`src/rtl/xor_err_accum_if.sv`:
```
// Handshake bundle for the BER error accumulator: word input side and
// per-frame result side.
interface xor_err_accum_if #(
    parameter int N  = 16,
    parameter int CW = 32,
    parameter int WW = 16
) ();
    logic          in_valid;
    logic          in_ready;
    logic [N-1:0]  in_diff;
    logic          in_last;
    logic          out_valid;
    logic          out_ready;
    logic [CW-1:0] out_errs;
    logic [WW-1:0] out_words;
    logic          out_sat;

    modport master (
        output in_valid, in_diff, in_last, out_ready,
        input  in_ready, out_valid, out_errs, out_words, out_sat
    );

    modport slave (
        input  in_valid, in_diff, in_last, out_ready,
        output in_ready, out_valid, out_errs, out_words, out_sat
    );
endinterface

```
`src/rtl/xor_err_accum.sv`:
```
// Per-frame bit-error accumulator: popcount stage, then saturating
// frame accumulation with a held valid/ready result.
module xor_err_accum #(
    parameter int N  = 16,
    parameter int CW = 32,
    parameter int WW = 16
) (
    input logic           clk,
    input logic           rst,
    xor_err_accum_if.slave bus
);
    localparam int PW = $clog2(N + 1);
    localparam int SW = ((CW > PW) ? CW : PW) + 1;
    localparam logic [CW-1:0] E_MAX = '1;
    localparam logic [WW-1:0] W_MAX = '1;

    logic          adv;
    logic          accepted;
    logic [PW-1:0] pop;

    logic          s1_v;
    logic          s1_last;
    logic [PW-1:0] s1_cnt;

    logic [CW-1:0] acc;
    logic [WW-1:0] wcnt;
    logic          sat;

    logic          o_valid;
    logic [CW-1:0] o_errs;
    logic [WW-1:0] o_words;
    logic          o_sat;

    logic [SW-1:0] e_sum;
    logic          e_clamp;
    logic [CW-1:0] e;
    logic [WW:0]   w_sum;
    logic          w_clamp;
    logic [WW-1:0] w;

    // Whole pipeline stalls while a result waits for downstream.
    assign adv      = !o_valid || bus.out_ready;
    assign accepted = bus.in_valid && adv;

    assign bus.in_ready  = adv;
    assign bus.out_valid = o_valid;
    assign bus.out_errs  = o_errs;
    assign bus.out_words = o_words;
    assign bus.out_sat   = o_sat;

    always_comb begin
        pop = '0;
        for (int i = 0; i < N; i++) begin
            pop = pop + PW'(bus.in_diff[i]);
        end
    end

    always_comb begin
        e_sum   = SW'(acc) + SW'(s1_cnt);
        e_clamp = e_sum > SW'(E_MAX);
        e       = e_clamp ? E_MAX : e_sum[CW-1:0];
        w_sum   = {1'b0, wcnt} + (WW+1)'(1);
        w_clamp = w_sum[WW];
        w       = w_clamp ? W_MAX : w_sum[WW-1:0];
    end

    always_ff @(posedge clk) begin
        if (rst) begin
            s1_v    <= 1'b0;
            s1_last <= 1'b0;
            s1_cnt  <= '0;
            acc     <= '0;
            wcnt    <= '0;
            sat     <= 1'b0;
            o_valid <= 1'b0;
            o_errs  <= '0;
            o_words <= '0;
            o_sat   <= 1'b0;
        end else begin
            if (o_valid && bus.out_ready) begin
                o_valid <= 1'b0;
            end
            if (adv) begin
                s1_v    <= accepted;
                s1_cnt  <= pop;
                s1_last <= bus.in_last;
                if (s1_v) begin
                    if (s1_last) begin
                        // A result loaded here overrides the clear above.
                        o_errs  <= e;
                        o_words <= w;
                        o_sat   <= sat | e_clamp | w_clamp;
                        o_valid <= 1'b1;
                        acc     <= '0;
                        wcnt    <= '0;
                        sat     <= 1'b0;
                    end else begin
                        acc <= e;
                        wcnt <= w;
                        sat  <= sat | e_clamp | w_clamp;
                    end
                end
            end
        end
    end
endmodule
```
`src/flat_wrapper.sv`:
```
// flat-port wrapper written by rule: the top's interface ports become plain ports
module xor_err_accum_flat 
#(
    parameter int N  = 16,
    parameter int CW = 32,
    parameter int WW = 16
)
  (clk, rst, bus_in_valid, bus_in_diff, bus_in_last, bus_out_ready, bus_in_ready, bus_out_valid, bus_out_errs, bus_out_words, bus_out_sat);
  xor_err_accum_if #(.N(N), .CW(CW), .WW(WW)) bus_i ();
  input logic clk;
  input logic rst;
  input wire logic [$bits(bus_i.in_valid)-1:0] bus_in_valid;
  input wire logic [$bits(bus_i.in_diff)-1:0] bus_in_diff;
  input wire logic [$bits(bus_i.in_last)-1:0] bus_in_last;
  input wire logic [$bits(bus_i.out_ready)-1:0] bus_out_ready;
  output wire logic [$bits(bus_i.in_ready)-1:0] bus_in_ready;
  output wire logic [$bits(bus_i.out_valid)-1:0] bus_out_valid;
  output wire logic [$bits(bus_i.out_errs)-1:0] bus_out_errs;
  output wire logic [$bits(bus_i.out_words)-1:0] bus_out_words;
  output wire logic [$bits(bus_i.out_sat)-1:0] bus_out_sat;
  assign bus_i.in_valid = bus_in_valid;
  assign bus_i.in_diff = bus_in_diff;
  assign bus_i.in_last = bus_in_last;
  assign bus_i.out_ready = bus_out_ready;
  assign bus_in_ready = bus_i.in_ready;
  assign bus_out_valid = bus_i.out_valid;
  assign bus_out_errs = bus_i.out_errs;
  assign bus_out_words = bus_i.out_words;
  assign bus_out_sat = bus_i.out_sat;
  xor_err_accum #(.N(N), .CW(CW), .WW(WW)) u_core (.clk(clk), .rst(rst), .bus(bus_i));
endmodule
```
`config.mk`:
```
export PLATFORM = sky130hd
export DESIGN_NAME = xor_err_accum_flat
export DESIGN_NICKNAME = d
export VERILOG_FILES = /design/src/rtl/xor_err_accum_if.sv /design/src/rtl/xor_err_accum.sv /design/src/flat_wrapper.sv
export SDC_FILE = /design/constraint.sdc
export NUM_CORES = 1
export LEC_CHECK = 0
export CORE_MARGIN = 5
export CORE_UTILIZATION = 50
export DETAILED_ROUTE_END_ITERATION = 8
export PLACE_DENSITY = 0.76
export SLEW_MARGIN = 0
export SYNTH_ARGS = -nofsm -noshare
export SYNTH_HDL_FRONTEND = slang
export SYNTH_SLANG_ARGS = --single-unit
```
`constraint.sdc`:
```
create_clock -name clk -period 4.1 [get_ports clk]
set_input_delay 0.615 -clock clk [delete_from_list [all_inputs] [get_ports clk]]
set_output_delay 0.615 -clock clk [all_outputs]
set_load 0.03 [all_outputs]
```
==> results_dict.tcl <==
set metrics [dict create \
    fp.dieArea_um2 13600 \
    path_buf_inv 3 \
    r2r_end "u_core.acc[29]" \
    cts_made_buffers 9 \
    cts_tree "done" \
    finalHoldViolCount 0 \
    yosys.area.top_type_share 0.373 \
    initialDrtViolationCount 422 \
    gr-usage-all-layers 0.229 \
    endpoint_kind "flip-flop" \
    ys_types 57 \
    drc 0 \
    critPathMaxFanout 2 \
    drive_gt1_frac 0.0847 \
    fin_skew_ps 8.74 \
    fin_area_um2 6830 \
    min_period_ps 3900 \
    vias_per_cell 6.04 \
    io_pins 72 \
    reg2reg_from "u_core.acc[13]" \
    postLayoutCoreUtil 0.606 \
    internal_power_mw 1.82 \
    start_util 0.505 \
    final_nets 782 \
    wl_mm 15.5 \
    pwr-share-seq 0.437 \
    dp_hpwl_mm 11.1 \
    synth_area_um2 5690 \
    ctsHtreeMaxLevel 3 \
    finalSetupViolations 0 \
    critical-path-top-delay-family "adder cells" \
    fin_ws_ps 198 \
    maxCapViolCount 0 \
    yosys_warnings 0 \
    netlist_top_cells_area "dfxtp_1 37%, o21ai_0 4.7%, a21oi_1 4.6%" \
    ys_ff_latch 106 \
    timing.final.crit_share 0.952 \
    tns_ps 0 \
    synth_ff_type "dfxtp_1" \
    post-place-ws_ps -576 \
    power.total_mw 2.51 \
    num_rows 39 \
    synthCells 696 \
    critPathArrivalTime_ps 4130 \
    first_pass_iters 5 \
    worst_hold_slack_ps 456 \
    ff2ff_path_depth 7 \
    p_sw_frac 0.276 \
    r2r_slack_ps 1080 \
    cp_slowest_cell "fa_1" \
    antenna_cells 0 \
    cts-root-buf "clkbuf_16" \
    yosys.area.top_type "dfxtp_1" \
    synth_edf_count 0 \
    hp-class "reg -> reg" \
    fin_cells 887 \
    cts_buffer_depth 2 \
    ys_seq_area_frac 0.373 \
    dp.cells 871 \
    ir_worst_vdd_uv 284 \
    grt_pass1_wl_mm 24.7 \
    crit_type "in -> reg" \
    dr_total_vias 5358 \
    die_x_um 117 \
    finalMaxSlewViolations 0 \
    critical_path_required_ps 4330 \
    antenna_found_initial 0 \
    maxSlewHeadroom 0.499 \
    gp_congestion 0.943 \
    syn_nets 739 \
    hp-start "u_core.sat" \
    rsz0062_at_grt "no" \
    place_area_um2 6490 \
    switching_power_uw 693 \
    clk_pin_slew_worst_paths_ps 70 \
    overflow 0 \
    grt_pass1_vias 4945 \
    synth_async_sr_flop_share 0 \
    holdPathStages 2 \
    max_freq_mhz 256 \
    die_h_um 117 \
    clk_latency_ps 360 \
    syn_area_per_cell_um2 8.18 \
    leakage_nw 2.33 \
    tightest_slew_ps 750 \
    clock-sinks 106 \
    place.port_buffers 71 \
    wl_per_cell_um 17.4 \
    hold_buffers 0 \
    core_region_area_um2 11300 \
    final_antenna_net_count 0 \
    pwr-share-clk 0.370 \
    status "completed" \
    worst_setup_path_start_kind "primary input" \
    grt_max_degree 48 \
    postCtsSetupBuffers 0 \
    pwr-share-comb 0.193 \
    hold_path_end "u_core.sat" \
    crit_chain "clkbuf_2 > ha_1 > inv_2 > fa_1 > fa_1 > fa_1 > fa_1 > inv_2 > fa_2 > fa_2 > a21oi_2 > nor2_1 > a21oi_1 > nor2_1" \
    powerDensity_nw_per_um2 368 \
    area_delta_synth_final_pct 19.9 \
    crit_top_cell "fa_1" \
    max_stage_delay_ps 510 \
]
==> placed cells by master, fill, tap and decap left out, types with 12 or more instances in the layout <==
| cell | n |
|---|---|
| nand3_1 | 18 |
| a31oi_1 | 13 |
| nand4_1 | 12 |
| nand2_1 | 57 |
| buf_4 | 19 |
| clkdlybuf4s50_1 | 64 |
| dfxtp_1 | 106 |
| inv_1 | 30 |
| a21oi_1 | 51 |
| nor3_1 | 39 |
| a211oi_1 | 24 |
| nor2_1 | 56 |
| xnor2_1 | 22 |
| nor4_1 | 15 |
| o21ai_0 | 53 |
| a311oi_1 | 17 |
==> worst max path at each step <==
| stage | start | end | slack [ps] | cells past startpoint |
|---|---|---|---|---|
| after floorplan | bus_in_diff[0] | u_core.s1_cnt[4] | 40 | 13 |
| after global placement | bus_in_diff[0] | u_core.s1_cnt[4] | -460 | 14 |
| after detailed placement | bus_in_diff[0] | u_core.s1_cnt[4] | -580 | 14 |
| after CTS | bus_in_diff[6] | u_core.s1_cnt[4] | 30 | 13 |
| after global routing | bus_in_diff[0] | u_core.s1_cnt[4] | 20 | 14 |
| final | bus_in_diff[0] | u_core.s1_cnt[4] | 200 | 14 |
==> metal layers <==
| layer | wire length (um) | vias to the layer above | global-route usage |
|---|---|---|---|
| met5 | 0 | - | 0 |
| li1 | - | 2605 | - |
| met2 | 7110 | 197 | 0.366 |
| met4 | 231 | 0 | 0.0719 |
| met3 | 908 | 14 | 0.0409 |
| met1 | 7230 | 2542 | 0.316 |
==> layout make-up <==
class / instances / area (um2)
Fill cell: 981 / 4450
Multi-Input combinational cell: 496 / 3210
Sequential cell: 106 / 2120
Timing Repair Buffer: 90 / 856
Clock buffer: 12 / 267
Tap cell: 143 / 179
Inverter: 36 / 135
Clock inverter: 4 / 55.1
==> flip-flops by register name, indices dropped and copies added, names as in the netlist <==
| register | flops |
|---|---|
| u_core.s1_v | 1 |
| u_core.bus.out_sat | 1 |
| u_core.acc | 32 |
| u_core.s1_last | 1 |
| u_core.bus.out_errs | 32 |
| u_core.s1_cnt | 5 |
| u_core.wcnt | 16 |
| u_core.bus.out_words | 16 |
| u_core.bus.out_valid | 1 |
| u_core.sat | 1 |
==> cell families after synthesis <==
logic type,share of synthesized area
AOI/OAI and AO/OA,0.239
DFF,0.373
xor gates and xnor gates,0.0446
adders and majority gates,0.0629
buffers and inverters,0.0664
muxes,0.00176
and+or+nand+nor,0.212
==> cell usage after synthesis, types with 4 or more instances <==
| library cell | instances |
|---|---|
| a21oi_1 | 52 |
| nand3_1 | 18 |
| or3_1 | 6 |
| o21ai_0 | 53 |
| nand4_1 | 12 |
| nor4_1 | 15 |
| clkbuf_1 | 46 |
| nand2_1 | 57 |
| and4_1 | 7 |
| nor2_1 | 57 |
| a311oi_1 | 17 |
| ha_1 | 11 |
| xor2_1 | 7 |
| dfxtp_1 | 106 |
| and2_1 | 4 |
| a41oi_1 | 4 |
| a211o_1 | 4 |
| fa_1 | 11 |
| a31oi_1 | 13 |
| a211oi_1 | 24 |
| nor2b_1 | 7 |
| buf_2 | 4 |
| nor3_1 | 40 |
| and3_1 | 4 |
| inv_1 | 36 |
| xnor2_1 | 22 |
| or2_2 | 5 |
| a21o_1 | 4 |
| o31ai_1 | 5 |
==> timing repair <==
item	4_1_cts	5_1_grt
pin swaps	9	10
setup endpoints to repair	4	2
gates cloned	0	0
gates resized for setup	6	13
==> power groups by stage <==
stage	clock, mW	combinational [mW]	sequential (mW)
after detailed placement	0	0.470	1.12
after global routing	0.989	0.539	1.10
after CTS	0.941	0.487	1.10
after floorplan	0	0.291	1.15
after global placement	0	0.447	1.12
final	0.929	0.483	1.10
==> worst min-delay path, cell delays in order (launching register included) <==
cell     delay [ps]
dfxtp_1         310
inv_1            50
a21oi_1          50
(Power assumes the default switching activity.)
